==> config.mk <==
export PLATFORM = sky130hd
export DESIGN_NAME = mmbus_arbiter
export DESIGN_NICKNAME = d
export VERILOG_FILES = /design/src/rtl/mmbus_arbiter.sv
export SDC_FILE = /design/constraint.sdc
export NUM_CORES = 1
export LEC_CHECK = 0
export ABC_AREA = 0
export BUFFER_PORTS_ARGS = -buffer_cell sky130_fd_sc_hd__buf_2
export CAP_MARGIN = 20
export CORE_AREA = 3 3 155 157
export DETAILED_ROUTE_END_ITERATION = 8
export DIE_AREA = 0 0 158 160
export PLACE_DENSITY_LB_ADDON = 0.12
export SLEW_MARGIN = 20
export SYNTH_ARGS = -nofsm -noshare
export SYNTH_HDL_FRONTEND = slang
export SYNTH_SLANG_ARGS = --single-unit
==> constraint.sdc <==
create_clock -name clk -period 4.5 [get_ports clk]
set_input_delay 1.35 -clock clk [delete_from_list [all_inputs] [get_ports clk]]
set_output_delay 1.35 -clock clk [all_outputs]
set_load 0.02 [all_outputs]
==> src/rtl/mmbus_arbiter.sv <==
// -----------------------------------------------------------------------------
// mmbus_arbiter
//
// Round-robin arbiter that shares the single memory-mapped port-b bus
// (socram, uartmm, ledwriter, ...) between NREQ requesters such as the CPU
// data port, DMA, VGA fetch and HLS cores.
//
// One transaction is in flight at a time. A write is presented for one cycle
// and then acknowledged. A read is presented for one cycle, after which the
// arbiter waits for the peripheral strobe and returns the captured data along
// with a one-cycle ack to the winning requester.
//
// Parameters
//   NREQ       number of requesters (2..8)
//   IDLE_ADDR  address driven while no transaction is issued (decodes to nothing)
//   TIMEOUT    read-wait limit in cycles (only used with ARB_TIMEOUT_EN)
//
// Optional feature macro
//   ARB_TIMEOUT_EN  when defined, a read that sees no strobe for TIMEOUT cycles
//                   completes with rdata=32'hDEAD_BEEF and err=1. When
//                   undefined, the read wait is unbounded and err is always 0.
//
// Ports
//   clk         clock
//   rst         synchronous, active-low reset
//   req         per-requester request, held high until ack
//   req_addr    flattened request addresses, slot i = [32*i+31:32*i]
//   req_wdata   flattened write data, same slot layout
//   req_we      per-requester write enable (1 = write, 0 = read)
//   ack         one-cycle completion pulse to the granted requester
//   rdata       read data, valid while ack is high (0 for writes)
//   err         read timeout indication, pulses with ack
//   bus_addr    peripheral address (addr_b)
//   bus_wdata   peripheral write data (data_b_in)
//   bus_we      peripheral write enable (data_b_we)
//   bus_rdata   OR/mux of peripheral read data (data_b)
//   bus_strobe  OR of peripheral read strobes (strobe_b)
// -----------------------------------------------------------------------------
module mmbus_arbiter #(
    parameter int          NREQ      = 4,
    parameter logic [31:0] IDLE_ADDR = 32'hFFFF_FFFF,
    parameter int          TIMEOUT   = 16
) (
    input  logic                 clk,
    input  logic                 rst,
    input  logic [NREQ-1:0]      req,
    input  logic [32*NREQ-1:0]   req_addr,
    input  logic [32*NREQ-1:0]   req_wdata,
    input  logic [NREQ-1:0]      req_we,
    output logic [NREQ-1:0]      ack,
    output logic [31:0]          rdata,
    output logic                 err,
    output logic [31:0]          bus_addr,
    output logic [31:0]          bus_wdata,
    output logic                 bus_we,
    input  logic [31:0]          bus_rdata,
    input  logic                 bus_strobe
);

    localparam int IW = (NREQ > 1) ? $clog2(NREQ) : 1;

    if (NREQ < 2 || NREQ > 8 || TIMEOUT < 1) begin : g_bad_param
        $error("mmbus_arbiter: NREQ must be 2..8 and TIMEOUT at least 1");
    end

    typedef enum logic [1:0] {
        S_IDLE,
        S_ISSUE,
        S_WAIT,
        S_DONE
    } state_t;

    state_t            state_q;
    logic [IW-1:0]     ptr_q;
    logic [IW-1:0]     gnt_q;
    logic              we_q;
    logic [NREQ-1:0]   ack_q;
    logic [31:0]       rdata_q;
    logic              err_q;
    logic [31:0]       bus_addr_q;
    logic [31:0]       bus_wdata_q;
    logic              bus_we_q;

`ifdef ARB_TIMEOUT_EN
    // At least 5 bits, wide enough to hold TIMEOUT-1.
    localparam int CW = ($clog2(TIMEOUT + 1) > 5) ? $clog2(TIMEOUT + 1) : 5;
    logic [CW-1:0]     cnt_q;
`endif

    // Unpack the flattened request buses into per-slot words.
    logic [31:0] slot_addr  [NREQ];
    logic [31:0] slot_wdata [NREQ];

    for (genvar i = 0; i < NREQ; i++) begin : g_slot
        assign slot_addr[i]  = req_addr[32*i +: 32];
        assign slot_wdata[i] = req_wdata[32*i +: 32];
    end

    // Round-robin pick: first set request bit starting at ptr_q, wrapping mod NREQ.
    logic [IW-1:0] sel_d;
    logic [IW-1:0] scan_d;
    logic          found_d;

    always_comb begin
        sel_d   = ptr_q;
        scan_d  = '0;
        found_d = 1'b0;
        for (int k = 0; k < NREQ; k++) begin
            scan_d = IW'((int'(ptr_q) + k) % NREQ);
            if (!found_d && req[scan_d]) begin
                found_d = 1'b1;
                sel_d   = scan_d;
            end
        end
    end

    // Single registered FSM; every output is a flop updated on the transition
    // into the state in which it must be visible.
    always_ff @(posedge clk) begin
        if (!rst) begin
            state_q     <= S_IDLE;
            ptr_q       <= '0;
            gnt_q       <= '0;
            we_q        <= 1'b0;
            ack_q       <= '0;
            rdata_q     <= '0;
            err_q       <= 1'b0;
            bus_addr_q  <= IDLE_ADDR;
            bus_wdata_q <= '0;
            bus_we_q    <= 1'b0;
`ifdef ARB_TIMEOUT_EN
            cnt_q       <= '0;
`endif
        end else begin
            case (state_q)
                S_IDLE: begin
                    bus_addr_q <= IDLE_ADDR;
                    bus_we_q   <= 1'b0;
                    if (found_d) begin
                        // Latch the winner straight onto the bus for the ISSUE cycle.
                        gnt_q       <= sel_d;
                        we_q        <= req_we[sel_d];
                        bus_addr_q  <= slot_addr[sel_d];
                        bus_wdata_q <= slot_wdata[sel_d];
                        bus_we_q    <= req_we[sel_d];
                        state_q     <= S_ISSUE;
                    end
                end

                S_ISSUE: begin
                    // Address is on the bus for exactly this one cycle.
                    bus_addr_q <= IDLE_ADDR;
                    bus_we_q   <= 1'b0;
                    if (we_q) begin
                        ack_q   <= {{(NREQ-1){1'b0}}, 1'b1} << gnt_q;
                        rdata_q <= '0;
                        err_q   <= 1'b0;
                        state_q <= S_DONE;
                    end else begin
`ifdef ARB_TIMEOUT_EN
                        cnt_q   <= '0;
`endif
                        state_q <= S_WAIT;
                    end
                end

                S_WAIT: begin
                    if (bus_strobe) begin
                        ack_q   <= {{(NREQ-1){1'b0}}, 1'b1} << gnt_q;
                        rdata_q <= bus_rdata;
                        err_q   <= 1'b0;
                        state_q <= S_DONE;
                    end
`ifdef ARB_TIMEOUT_EN
                    else if (cnt_q == CW'(TIMEOUT - 1)) begin
                        ack_q   <= {{(NREQ-1){1'b0}}, 1'b1} << gnt_q;
                        rdata_q <= 32'hDEAD_BEEF;
                        err_q   <= 1'b1;
                        state_q <= S_DONE;
                    end else begin
                        cnt_q   <= cnt_q + 1'b1;
                    end
`endif
                end

                S_DONE: begin
                    // req is not sampled here: the requester drops it on this edge.
                    ack_q   <= '0;
                    rdata_q <= '0;
                    err_q   <= 1'b0;
                    ptr_q   <= (gnt_q == IW'(NREQ - 1)) ? '0 : gnt_q + 1'b1;
                    state_q <= S_IDLE;
                end

                default: begin
                    state_q <= S_IDLE;
                end
            endcase
        end
    end

    assign ack       = ack_q;
    assign rdata     = rdata_q;
    assign err       = err_q;
    assign bus_addr  = bus_addr_q;
    assign bus_wdata = bus_wdata_q;
    assign bus_we    = bus_we_q;

endmodule

==> results of run 1 <==
## per-stage QoR
step	util, %	std cells	setup slack, ns	area, um2
3_5_place_dp	34.4	1370	1.24	7780
4_1_cts	35.7	1386	1.62	8090
2_1_floorplan	-	733	1.85	5660
3_3_place_gp	34.4	1370	1.25	7780
5_1_grt	35.7	1387	1.47	8090
6_report	35.7	1387	1.61	8090
## final cells by class
class	count	share of cell area, %
clock buffers	9	2.78
clock inverters	7	0.990
repair buffers	413	26.1
inverters	6	0.278
multi-input cells	558	38.6
well taps	285	4.41
diodes	1	0.0309
flip-flops and latches	108	26.7
## state kept, by name, indices dropped and copies added, names as in the netlist
signal and cells:
bus_wdata 32, bus_addr 32, bus_we 1, gnt_q 2, ptr_q 2, rdata 32
we_q 1, ack 4, state_q 2
## worst register-to-register path, cell delays in order (launching register included)
cell     delay [ns]
dfxtp_1        0.37
inv_1          0.10
ha_1           0.20
buf_4          0.24
nor2b_1        0.20
nor2_1         0.21
o21a_1         0.16
buf_4          0.35
nand3_1        0.15
a21oi_1        0.16
## how the worst min path moves through the flow
stage | from | to | slack, ns | cells after the start
2_1_floorplan | we_q | we_q | 0.46 | 2
3_3_place_gp | rdata[3] | rdata[3] | 0.44 | 2
4_1_cts | rdata[10] | rdata[10] | 0.45 | 2
3_5_place_dp | rdata[2] | rdata[2] | 0.44 | 2
6_report | rdata[10] | rdata[10] | 0.45 | 2
5_1_grt | rdata[10] | rdata[10] | 0.46 | 2
## logic make-up after synthesis
kind of cell / Yosys count / synth area share, %
and+or+nand+nor: 301 / 21.9
adders and majority gates: 8 / 1.77
AOI/OAI and AO/OA: 214 / 25.3
other: 1 / 0.0663
muxes: 34 / 6.02
DFF: 108 / 38.2
buffers and inverters: 67 / 6.66
## power groups by stage
stage	clock, mW	combinational, mW	sequential [mW]
5_1_grt	0.917	1.83	1.34
6_report	0.836	1.67	1.30
4_1_cts	0.882	1.71	1.30
3_3_place_gp	0	1.72	1.32
3_5_place_dp	0	1.70	1.33
2_1_floorplan	0	0.831	1.59
## layer usage
layer / up-vias / wire, um
met5: - / 8
met4: 2 / 420
met3: 28 / 1640
met2: 240 / 11600
met1: 2909 / 9580
li1: 3277 / -
## synthesized netlist by cell type, types with 2 or more instances
library cell  instances
nand2_1             238
dfxtp_1             108
a21oi_1             106
mux2i_1              34
nand3_1              34
o21a_1               33
a211o_1              32
a32oi_1              32
buf_2                27
clkbuf_1             21
nor2_1                9
ha_1                  8
buf_6                 6
inv_1                 5
nand3b_1              5
nor2b_1               4
o21ai_1               4
buf_1                 2
buf_4                 2
buf_8                 2
nand2b_1              2
nor3b_1               2
or2_1                 2
## layout by cell type, fill, tap and decap left out, types with 2 or more instances in the layout
cell	netlist	layout
nor2b_1	4	4
o21ai_1	4	3
inv_1	5	5
buf_4	2	13
clkinv_2	0	2
inv_8	0	2
nand2b_1	2	2
ha_1	8	8
a32oi_1	32	32
buf_2	27	399
nand3b_1	5	5
nand3_1	34	34
nor2_1	9	7
o21a_1	33	33
a211o_1	32	32
a21oi_1	106	106
or2_1	2	2
nor3b_1	2	2
mux2i_1	34	34
dfxtp_1	108	108
clkbuf_16	0	9
nand2_1	238	238
nor2_2	0	2
==> run summary, run 1 <==
Hold WS = 0.449 ns
Minimum clock period = 2.89 ns
Crit-path slowest cell = nor4_2
Largest net degree at the start of global routing = 83
Skew final = 0.0106 ns
Outcome = finished clean
Hold_buf cts = 0
Die width = 158 um
TNS Setup = 0 ns
Clk pwr share = 22.0%
Via count of the routed design = 6456
GRT Total Usage = 17.0%
Setup bufs post-CTS = 0
Worst-path cell chain = buf_2 > nor4_2 > nor2b_2 > nand2_1 > or2_1 > buf_4 > a21oi_1 > a211o_1
Sw frac = 41.9%
Syn Nets = 1040
Reg2Reg Depth = 9
Die height = 160 um
Met2 usage = 30.0%
Num ports = 401
RSZ-0062 raised after global routing = no
Grt met3 use = 3.82%
Critical Path RT = 4.73 ns
Post_cts resized = 0
DR iter-0 viols = 367
Dominant synthesized flop cell = dfxtp_1
DR pass1 iterations = 4
P&R area growth vs syn = 43.1%
Relative slew slack = 51.0%
# DRC = 0
Synth Instances = 733
CP startpoint kind = input pin
Min-delay worst type = reg2reg
Drt total wl = 23.3 mm
WP depth = 8
Synth top area share = 38.2%
Post-synthesis sequential area ratio = 38.2%
Reg area = 2160 um2
Flops & latches, synth = 108
Buf+Inv Stages, Crit Path = 2
Fin. Hold Viols = 0
RR Startpoint = state_q[0]
Internal power = 2.21 mW
Worst-Skew Late Latency = 0.35 ns
Switch Pwr = 1.59 mW
Crit path to = bus_wdata[22]
Worst vdd ir = 240 uV
Crit. End Element = flip-flop
Gp weighted congestion = 0.827
Post-synth EDFFs = 0
Crit path launch = req[1]
Final #Nets = 1403
Layout cells sized above 1 = 39.9%
Crit-path max cell delay = 0.49 ns
PortBufs = 399
Antenna-violating nets left = 0
Clock-pin transition on the worst setup and hold timing paths = 0.07 ns
GRT overflow = 0
H-tree Lvls = 3
Clk sinks = 108
CTS Buffer Depth = 2
Mapped cell area = 5660 um2
Site row count = 55
Area of the multi-input gates = 3130 um2
Post-DR vias/cell = 4.65
Final Power = 3.81 mW
Syn avg cell area = 7.72 um2
Fmax = 346 MHz
WL/cell = 16.8 um
Yosys warns = 0
First-pass GRT wire length = 34.0 mm
Vias in the first global route = 6052
Worst-Margin Slew = 0.735 ns
Leakage power = 3.99 nW
Core Region = 22600 um2
R2R setup slack = 2.30 ns
Root Buffer = clkbuf_16
Pins over their slew limit = 0
Leading area contributor after synthesis = dfxtp_1
Critical Path AT = 3.12 ns
Synth top area cells = dfxtp_1, nand2_1, a21oi_1, mux2i_1, a211o_1
Seq pwr share = 34.2%
R2R Path End = rdata[9]
Combinational power share = 43.8%
TritonCTS buffer count = 9
Initial Util = 25.0%
HPWL after DPL = 17.5 mm
TritonCTS clock tree = built
Post-synth cell types = 38
Initial antenna violation count = 2
CP top delay family = simple AND/OR/NAND/NOR gates
Busiest grt layer = met2
Crit path max fanout = 32
WS Path Type = in2reg
GR Layer Usage met1 = 20.6%
PwrDens = 470 nW/um2
Max_cap viols = 0
Synth async-reset ratio = 0%
Filler cells = 2539
Die Area = 25300 um2
# setup viols final = 0
Fin crit share = 64.2%
(Power assumes the default switching activity.)
==> run 2, diff against run 1 <==
--- a/config.mk
+++ b/config.mk
@@ -8,9 +8,9 @@
 export ABC_AREA = 0
 export BUFFER_PORTS_ARGS = -buffer_cell sky130_fd_sc_hd__buf_2
 export CAP_MARGIN = 20
-export CORE_AREA = 3 3 155 157
+export CORE_AREA = 3 3 156 158
 export DETAILED_ROUTE_END_ITERATION = 8
-export DIE_AREA = 0 0 158 160
+export DIE_AREA = 0 0 159 161
 export PLACE_DENSITY_LB_ADDON = 0.12
 export SLEW_MARGIN = 20
 export SYNTH_ARGS = -nofsm -noshare
==> constraint.sdc (replaced) <==
create_clock -name clk -period 2.8 [get_ports clk]
set_input_delay 0.84 -clock clk [delete_from_list [all_inputs] [get_ports clk]]
set_output_delay 0.84 -clock clk [all_outputs]
set_load 0.02 [all_outputs]
==> run summary, run 2 (synthesis results as in run 1) <==
Clk sinks = 108
RSZ-0062 raised after global routing = no
Site row count = 56
Max_cap viols = 0
CP startpoint kind = input pin
Outcome = finished clean
Crit path max fanout = 67
Via count of the routed design = 6463
Min-delay worst type = reg2reg
Largest net degree at the start of global routing = 69
TritonCTS buffer count = 9
Initial antenna violation count = 6
Relative slew slack = 37.5%
Layout cells sized above 1 = 39.9%
Commonest non-fill, non-tap cell in the layout = buf_2
HPWL after DPL = 17.0 mm
P&R area growth vs syn = 45.1%
Worst vdd ir = 381 uV
Post-DR vias/cell = 4.54
Minimum clock period = 2.14 ns
DR iter-0 viols = 420
Internal power = 3.53 mW
Crit-path slowest cell = buf_12
Critical Path RT = 3.06 ns
DR pass1 iterations = 4
Crit. End Element = flip-flop
Antenna-violating nets left = 0
Post_cts resized = 0
Worst-Skew Late Latency = 0.36 ns
GRT overflow = 0
Die width = 159 um
Clk pwr share = 21.1%
Hold_buf cts = 0
Core Region = 23300 um2
Skew final = 0.0138 ns
Fin. Hold Viols = 0
Leakage power = 4.01 nW
Utilization after layout = 35.3%
Post-placement cell area = 7910 um2
# DRC = 0
CTS Buffer Depth = 2
Drt total wl = 23.0 mm
Clock-pin transition on the worst setup and hold timing paths = 0.09 ns
Initial Util = 24.3%
Num ports = 401
Pins over their slew limit = 0
Final Power = 6.12 mW
Seq pwr share = 34.4%
Root Buffer = clkbuf_16
# setup viols final = 0
PwrDens = 746 nW/um2
Design Area, Final = 8210 um2
Worst-path cell chain = buf_2 > and2b_1 > o31ai_4 > buf_12 > mux2i_1 > a32oi_1 > o21a_1
Setup bufs post-CTS = 0
Critical Path AT = 2.40 ns
Fin crit share = 76.6%
TNS Setup = 0 ns
Sw frac = 42.4%
WL/cell = 16.1 um
Gp weighted congestion = 0.841
PortBufs = 399
Combinational power share = 44.5%
GRT Total Usage = 17.1%
Die height = 161 um
Die Area = 25600 um2
Switch Pwr = 2.59 mW
Worst-Margin Slew = 0.937 ns
H-tree Lvls = 3
TritonCTS clock tree = built
Final #Nets = 1404
WS Path Type = in2reg
Crit-path max cell delay = 0.36 ns
First-pass GRT wire length = 35.5 mm
Fmax = 466 MHz
Vias in the first global route = 6220
Hold WS = 0.449 ns
Most frequent cells in the layout = buf_2, nand2_1, dfxtp_1
run 2: changes by cell type in the layout (fill, tap and decap cells not counted), sizes merged:
cell,before,now
diode,1,3
inv,9,11
bufinv,1,0
buf,413,414
clkinv,3,2
run 2: area by class of cell:
class	count	area [um2]
antenna	3	7.51
inverter	6	22.5
clock inverter	7	65.1
tap	319	399
fill	2598	15100
timing repair buffer	414	2200
multi-input combinational	558	3130
sequential	108	2160
clock buffer	9	225
run 2: per-layer routing:
layer | wire length (um) | vias up | share of wire [%] | global-route usage, %
li1 | - | 3278 | - | -
met1 | 9520 | 2931 | 41 | 21.0
met2 | 11400 | 218 | 50 | 29.3
met3 | 1580 | 30 | 6.9 | 4.77
met4 | 420 | 6 | 1.8 | 4.85
met5 | 31 | - | 0.13 | 0
run 2: power by group through the flow:
stage | logic (mW) | clock network, mW | registers, mW
floorplan | 1.34 | 0 | 2.55
global placement | 2.78 | 0 | 2.14
detailed placement | 2.77 | 0 | 2.14
CTS | 2.78 | 1.36 | 2.11
global route | 3.00 | 1.41 | 2.15
finish | 2.73 | 1.29 | 2.10
run 2: stage by stage:
stage	cells	setup slack (ns)
after floorplan	733	0.655
after global placement	1405	0.275
after CTS	1421	0.646
after global routing	1424	0.515
after detailed placement	1405	0.261
final	1424	0.656
run 2: worst paths after layout:
kind / start / to / slack [ns] / cells past startpoint
setup / recovery: req[0] / bus_addr[25] / 0.66 / 7
setup reg to reg: state_q[0] / bus_addr[7] / 0.74 / 8
hold reg to reg: rdata[28] / rdata[28] / 0.45 / 2
hold / removal: rdata[28] / rdata[28] / 0.45 / 2
run 2: worst max-delay path: cells and delay by family:
family,cells,cell delay (ns)
AO/OA/AOI/OAI,3,0.55
buffers and inverters,2,0.49
multiplexers,1,0.28
AND/OR/NAND/NOR,1,0.20
